--- config.mk ---
export PLATFORM = sky130hd
export DESIGN_NAME = riscv_test_monitor
export DESIGN_NICKNAME = d
export VERILOG_FILES = /design/src/rtl/riscv_test_pkg.sv /design/src/rtl/riscv_test_sat_cnt.sv /design/src/rtl/riscv_test_monitor.sv
export SDC_FILE = /design/constraint.sdc
export NUM_CORES = 1
export LEC_CHECK = 0
export ABC_AREA = 1
export CAP_MARGIN = 20
export CORE_ASPECT_RATIO = 1.1
export CORE_MARGIN = 2
export CORE_UTILIZATION = 35
export CTS_CLUSTER_SIZE = 8
export DETAILED_ROUTE_END_ITERATION = 10
export PLACE_DENSITY = 0.57
export SLEW_MARGIN = 20
export SYNTH_ARGS = -nofsm -noshare
export SYNTH_HDL_FRONTEND = slang
export SYNTH_SLANG_ARGS = --single-unit
--- constraint.sdc ---
create_clock -name clk -period 2.8 [get_ports clk]
set_input_delay 0.56 -clock clk [delete_from_list [all_inputs] [get_ports clk]]
set_output_delay 0.56 -clock clk [all_outputs]
set_load 0.01 [all_outputs]
--- src/rtl/riscv_test_pkg.sv ---
`default_nettype none
// ============================================================================
// Module      : riscv_test_pkg
// Description : Shared types and constants for the riscv-tests pass/fail
//               monitor: FSM state encoding, watched register indices and
//               the magic values written by the test harness.
// Revision    : 1.0 - initial release
// ============================================================================
package riscv_test_pkg;

    // Monitor FSM state, explicitly 2 bits wide
    typedef logic [1:0] state_t;
    localparam state_t ST_RUN    = 2'd0;
    localparam state_t ST_SETTLE = 2'd1;
    localparam state_t ST_DONE   = 2'd2;

    // Register-file indices used by the riscv-tests environment
    localparam logic [4:0] TESTNUM_REG = 5'd3;
    localparam logic [4:0] DONE_REG    = 5'd26;
    localparam logic [4:0] PASS_REG    = 5'd27;

    // Values signalling "test finished" and "test passed"
    localparam logic [31:0] DONE_VAL = 32'h1;
    localparam logic [31:0] PASS_VAL = 32'h1;

endpackage
`default_nettype wire

--- src/rtl/riscv_test_sat_cnt.sv ---
`default_nettype none
// ============================================================================
// Module      : riscv_test_sat_cnt
// Description : 32-bit up counter with synchronous clear and enable that
//               sticks at all-ones; o_max flags the saturated value.
// Revision    : 1.0 - initial release
// ============================================================================
module riscv_test_sat_cnt (
    input  logic        clk,
    input  logic        rst,
    input  logic        i_clr,
    input  logic        i_en,
    output logic [31:0] o_count,
    output logic        o_max
);

    logic [31:0] r_count;

    assign o_max   = &r_count;
    assign o_count = r_count;

    // Count up while enabled, never wrapping past all-ones
    always_ff @(posedge clk) begin
        if (rst || i_clr) begin
            r_count <= '0;
        end else if (i_en && !o_max) begin
            r_count <= r_count + 32'd1;
        end
    end

endmodule
`default_nettype wire

--- src/rtl/riscv_test_monitor.sv ---
`default_nettype none
// ============================================================================
// Module      : riscv_test_monitor
// Description : Snoops the core register-file write port, shadows x3 (test
//               number) and x27 (pass flag), and turns a write of 1 to x26
//               into sticky done/pass/fail verdicts after a settle window.
//               Optional cycle-budget timeout enabled by the macro
//               RISCV_TEST_MONITOR_TIMEOUT_EN.
// Revision    : 1.0 - initial release
// ============================================================================
module riscv_test_monitor
    import riscv_test_pkg::*;
#(
    parameter int unsigned SETTLE_CYCLES  = 10,
    parameter int unsigned TIMEOUT_CYCLES = 100000
) (
    input  logic        clk,
    input  logic        rst,
    input  logic        reg_we,
    input  logic [4:0]  reg_waddr,
    input  logic [31:0] reg_wdata,
    output logic        done,
    output logic        pass,
    output logic        fail,
    output logic        timeout,
    output logic [31:0] fail_testnum,
    output logic [31:0] cycle_count
);

    localparam logic [31:0] c_SETTLE_LOAD = 32'(SETTLE_CYCLES);

    state_t      r_state;
    logic [31:0] r_settle;
    logic [31:0] r_x3;
    logic [31:0] r_x27;
    logic        r_done;
    logic        r_pass;
    logic        r_fail;
    logic        r_timeout;
    logic [31:0] r_fail_testnum;

    logic        w_wr_testnum;
    logic        w_wr_pass;
    logic        w_trigger;
    logic        w_pass_now;
    logic        w_timeout_hit;
    logic        w_cnt_en;
    logic        w_cnt_max;
    logic [31:0] w_cycle_count;

    // x26 only matters as an event (the trigger); its value is never needed
    // afterwards, so only x3 and x27 keep a shadow copy.
    assign w_wr_testnum = reg_we && (reg_waddr == TESTNUM_REG);
    assign w_wr_pass    = reg_we && (reg_waddr == PASS_REG);
    assign w_trigger    = reg_we && (reg_waddr == DONE_REG) && (reg_wdata == DONE_VAL);
    assign w_pass_now   = (r_x27 == PASS_VAL);

`ifdef RISCV_TEST_MONITOR_TIMEOUT_EN
    assign w_timeout_hit = (w_cycle_count == 32'(TIMEOUT_CYCLES));
`else
    assign w_timeout_hit = 1'b0;
`endif

    // Cycle counter runs during RUN and SETTLE and freezes once the verdict is in
    assign w_cnt_en = (r_state != ST_DONE) && !w_cnt_max;

    riscv_test_sat_cnt u_cycle_cnt (
        .clk     (clk),
        .rst     (rst),
        .i_clr   (1'b0),
        .i_en    (w_cnt_en),
        .o_count (w_cycle_count),
        .o_max   (w_cnt_max)
    );

    // Shadow the watched registers until the verdict is taken
    always_ff @(posedge clk) begin
        if (rst) begin
            r_x3  <= '0;
            r_x27 <= '0;
        end else if (r_state != ST_DONE) begin
            if (w_wr_testnum) r_x3  <= reg_wdata;
            if (w_wr_pass)    r_x27 <= reg_wdata;
        end
    end

    // Control FSM with registered verdict outputs; the verdict uses shadow
    // values from before the DONE edge, so a write on that edge is excluded.
    always_ff @(posedge clk) begin
        if (rst) begin
            r_state        <= ST_RUN;
            r_settle       <= '0;
            r_done         <= 1'b0;
            r_pass         <= 1'b0;
            r_fail         <= 1'b0;
            r_timeout      <= 1'b0;
            r_fail_testnum <= '0;
        end else begin
            case (r_state)
                ST_RUN: begin
                    // Trigger takes priority over a coincident timeout
                    if (w_trigger) begin
                        r_state  <= ST_SETTLE;
                        r_settle <= c_SETTLE_LOAD;
                    end else if (w_timeout_hit) begin
                        r_state        <= ST_DONE;
                        r_done         <= 1'b1;
                        r_fail         <= 1'b1;
                        r_timeout      <= 1'b1;
                        r_fail_testnum <= r_x3;
                    end
                end
                ST_SETTLE: begin
                    if (r_settle == 32'd0) begin
                        r_state        <= ST_DONE;
                        r_done         <= 1'b1;
                        r_pass         <= w_pass_now;
                        r_fail         <= !w_pass_now;
                        r_fail_testnum <= w_pass_now ? 32'd0 : r_x3;
                    end else begin
                        r_settle <= r_settle - 32'd1;
                    end
                end
                ST_DONE: begin
                    r_state <= ST_DONE;
                end
                default: begin
                    r_state <= ST_RUN;
                end
            endcase
        end
    end

    assign done         = r_done;
    assign pass         = r_pass;
    assign fail         = r_fail;
    assign timeout      = r_timeout;
    assign fail_testnum = r_fail_testnum;
    assign cycle_count  = w_cycle_count;

endmodule
`default_nettype wire

==> flow_summary_export.csv <==
group,metric,value,unit
run_status,outcome,"finished clean",
timing,finalHoldViolations,0,
critical_path,r2r_end,"fail_testnum[23]$_SDFFE_PP0P_",
clocking,cts_sinks,165,
critical_path,required,3.15,ns
critical_path,end_kind,"flip-flop",
finish,area_delta_synth_final,24.1,%
worst_hold_path,hp-start,"r_x27[1]$_SDFFE_PP0P_",
synth,synth_top_area_frac,0.414,
timing,rsz0062_at_grt,"no",
timing,post-route-min-period,2.36,ns
critical_path,startpoint_type,"flip-flop",
drt,drt-met1-wl,10.2,mm
timing,finClkSkew,0.0123,ns
timing,period_share,0.844,
clocking,cts_tree,"built",
clocking,ctsResizeCount,0,
power,static-leakage-power,3.76,nW
synth,ys_seq_area_frac,0.414,
critical_path,critPathMaxFanout,22,
grt,overflow,0,
drt,antenna_left,0,
drt,drc,0,
synth,synthTopCellsByArea,"dfxtp_1 41%, nand2_1 16%, nor2_1 14%",
clocking,cts_made_buffers,17,
clocking,postCtsSetupRepairBufs,0,
drt,route.met2.wl,9.95,mm
floorplan,core,22300,um^2
finish,drive_gt1_frac,0.0509,
timing,finalSetupTns,0,ns
timing,max_clock_freq,423,MHz
critical_path,r2r_start,"r_settle[0]$_SDFFE_PP0P_",
drt,totalWireLength,21.3,mm
power,vdd_drop_max,582,uV
floorplan,die-area,24000,um^2
clocking,clockBufferDepth,2,
finish,num_antenna_cells,0,
floorplan,ios,108,
drt,vias,7788,
drt,drtIter0Drc,377,
drt,vias_per_cell,4.77,
worst_hold_path,holdCritPathClass,"reg -> reg",
clocking,hold_buffers,0,
timing,worstMarginPinSlew,0.990,ns
grt,antenna_found_initial,0,
critical_path,critPathKind,"reg -> reg",
place,dp_hpwl,15.3,mm
clocking,htreeDepth,4,
grt,grt_use_total,0.183,
drt,post_drt_wl_per_cell,13.1,um
power,powerDensity,834,nW/um^2
critical_path,crit_arrival,2.71,ns
synth,postSynthCellCount,1232,
drt,first_pass_iters,6,
finish,final_common_cell,"nand2_1",
synth,netlist-cell-type-count,31,
floorplan,die_w,148,um
grt,grt_pass1_vias,7329,
synth,synth_area,7970,um^2
clocking,cts-root-buf,"clkbuf_16",
place,io_buffers,106,
timing,holdWs,0.451,ns
timing,drv_slew,0,
grt,grt_pass1_wl,36.0,mm
grt,grt_max_degree,86,
drt,dr_wl_met3,976,um
synth,yosysTopAreaCell,"dfxtp_1",
drt,top_layer,"met4",
synth,avgSynthCellArea,6.47,um^2
synth,ys_ff_latch,165,
synth,yosysWarningCount,0,
worst_hold_path,whs_endpoint,"r_x27[1]$_SDFFE_PP0P_",
place,routabilityCongestion,0.875,
synth,syn-num-nets,1278,
floorplan,rows,57,
timing,slew_headroom,0.340,
critical_path,r2r_slack,0.44,ns
floorplan,chipHeight,162,um
worst_hold_path,whs_path_depth,2,
timing,final-setup-viol-count,0,
clocking,clkTransAtPathRegs,0.07,ns
finish,mostFrequentLayoutCells,"333 x nand2_1, 294 x nor2_1, 165 x dfxtp_1",
job,maxCapViolations,0,
finish,nNetsFinal,1369,
clocking,clk-insertion-delay-late,0.43,ns
critical_path,r2r_cells,11,
floorplan,initial_utilization,0.358,
[report_power, final]
part | switching (mW) | internal, mW
registers | 0.142 | 2.49
logic | 2.16 | 1.10
clock network | 1.14 | 1.23
[worst max path at each step]
stage                        startpoint                             to  slack [ns]  cells past startpoint
6_report       r_settle[0]$_SDFFE_PP0P_  fail_testnum[23]$_SDFFE_PP0P_        0.44                     11
4_1_cts        r_settle[0]$_SDFFE_PP0P_  fail_testnum[23]$_SDFFE_PP0P_        0.39                     11
3_3_place_gp               reg_wdata[9]       r_settle[1]$_SDFFE_PP0P_        0.35                     10
5_1_grt        r_settle[0]$_SDFFE_PP0P_  fail_testnum[30]$_SDFFE_PP0P_        0.15                     11
2_1_floorplan  r_settle[0]$_SDFFE_PP0P_  fail_testnum[23]$_SDFFE_PP0P_        0.98                     11
3_5_place_dp               reg_wdata[9]       r_settle[1]$_SDFFE_PP0P_        0.34                     10
[flip-flops by register name, indices dropped and copies added (netlist names)]
signal	cells
done	1
r_x3	32
u_cycle_cnt.o_count	32
r_settle	32
pass	1
r_x27	32
fail	1
fail_testnum	32
r_state	2
[through the flow]
stage / power, mW / std cells / utilization / setup slack [ns] / cell area, um^2
floorplan: 5.13 / 1232 / - / 0.978 / 7970
global placement: 5.93 / 1599 / 0.418 / 0.347 / 9300
detailed placement: 5.96 / 1599 / 0.418 / 0.337 / 9300
CTS: 8.33 / 1631 / 0.445 / 0.390 / 9890
global route: 8.89 / 1631 / 0.445 / 0.150 / 9890
finish: 8.25 / 1631 / 0.445 / 0.436 / 9890
[final cells by class]
type,count,area [um^2]
clock buffer,18,439
clock inverter,14,150
fill,2391,12400
inverter,73,274
multi-input combinational,941,4160
sequential,165,3300
tap,295,369
timing repair buffer,125,1200
[worst max-delay path, cell delays in order, from the launching register on]
cell     delay [ns]
dfxtp_1        0.31
inv_1          0.15
ha_1           0.32
nand2_2        0.13
nor2_4         0.20
nand2_2        0.09
nor2_4         0.18
nand2_4        0.22
nor2_4         0.17
buf_4          0.27
nand2_1        0.10
a21oi_1        0.13
[synthesized netlist by cell type (all sizes together)]
master / count
nand2: 337
nor2: 301
dfxtp: 165
a21oi: 101
o21ai: 76
inv: 72
nand3: 46
clkbuf: 38
nor3: 19
buf: 15
xor2: 15
nand4: 13
o21bai: 12
ha: 6
xnor2: 6
nor3b: 4
a21boi: 1
clkinv: 1
conb: 1
nand3b: 1
o21a: 1
or2: 1
[per-layer routing]
layer / vias to the layer above / track usage
met1: 3502 / 0.244
met3: 18 / 0.0362
met4: 0 / 0.0485
li1: 4097 / -
met5: - / 0
met2: 171 / 0.305
[kinds of logic after synthesis]
family / Yosys count / synth area share
xor gates and xnor gates: 21 / 0.0231
AOI/OAI and AO/OA: 191 / 0.125
DFF: 165 / 0.414
buffers and inverters: 126 / 0.0648
and+or+nand+nor: 722 / 0.363
other: 1 / 0.000470
adders and majority gates: 6 / 0.00941
No activity file was read; power rests on OpenSTA's default activity.
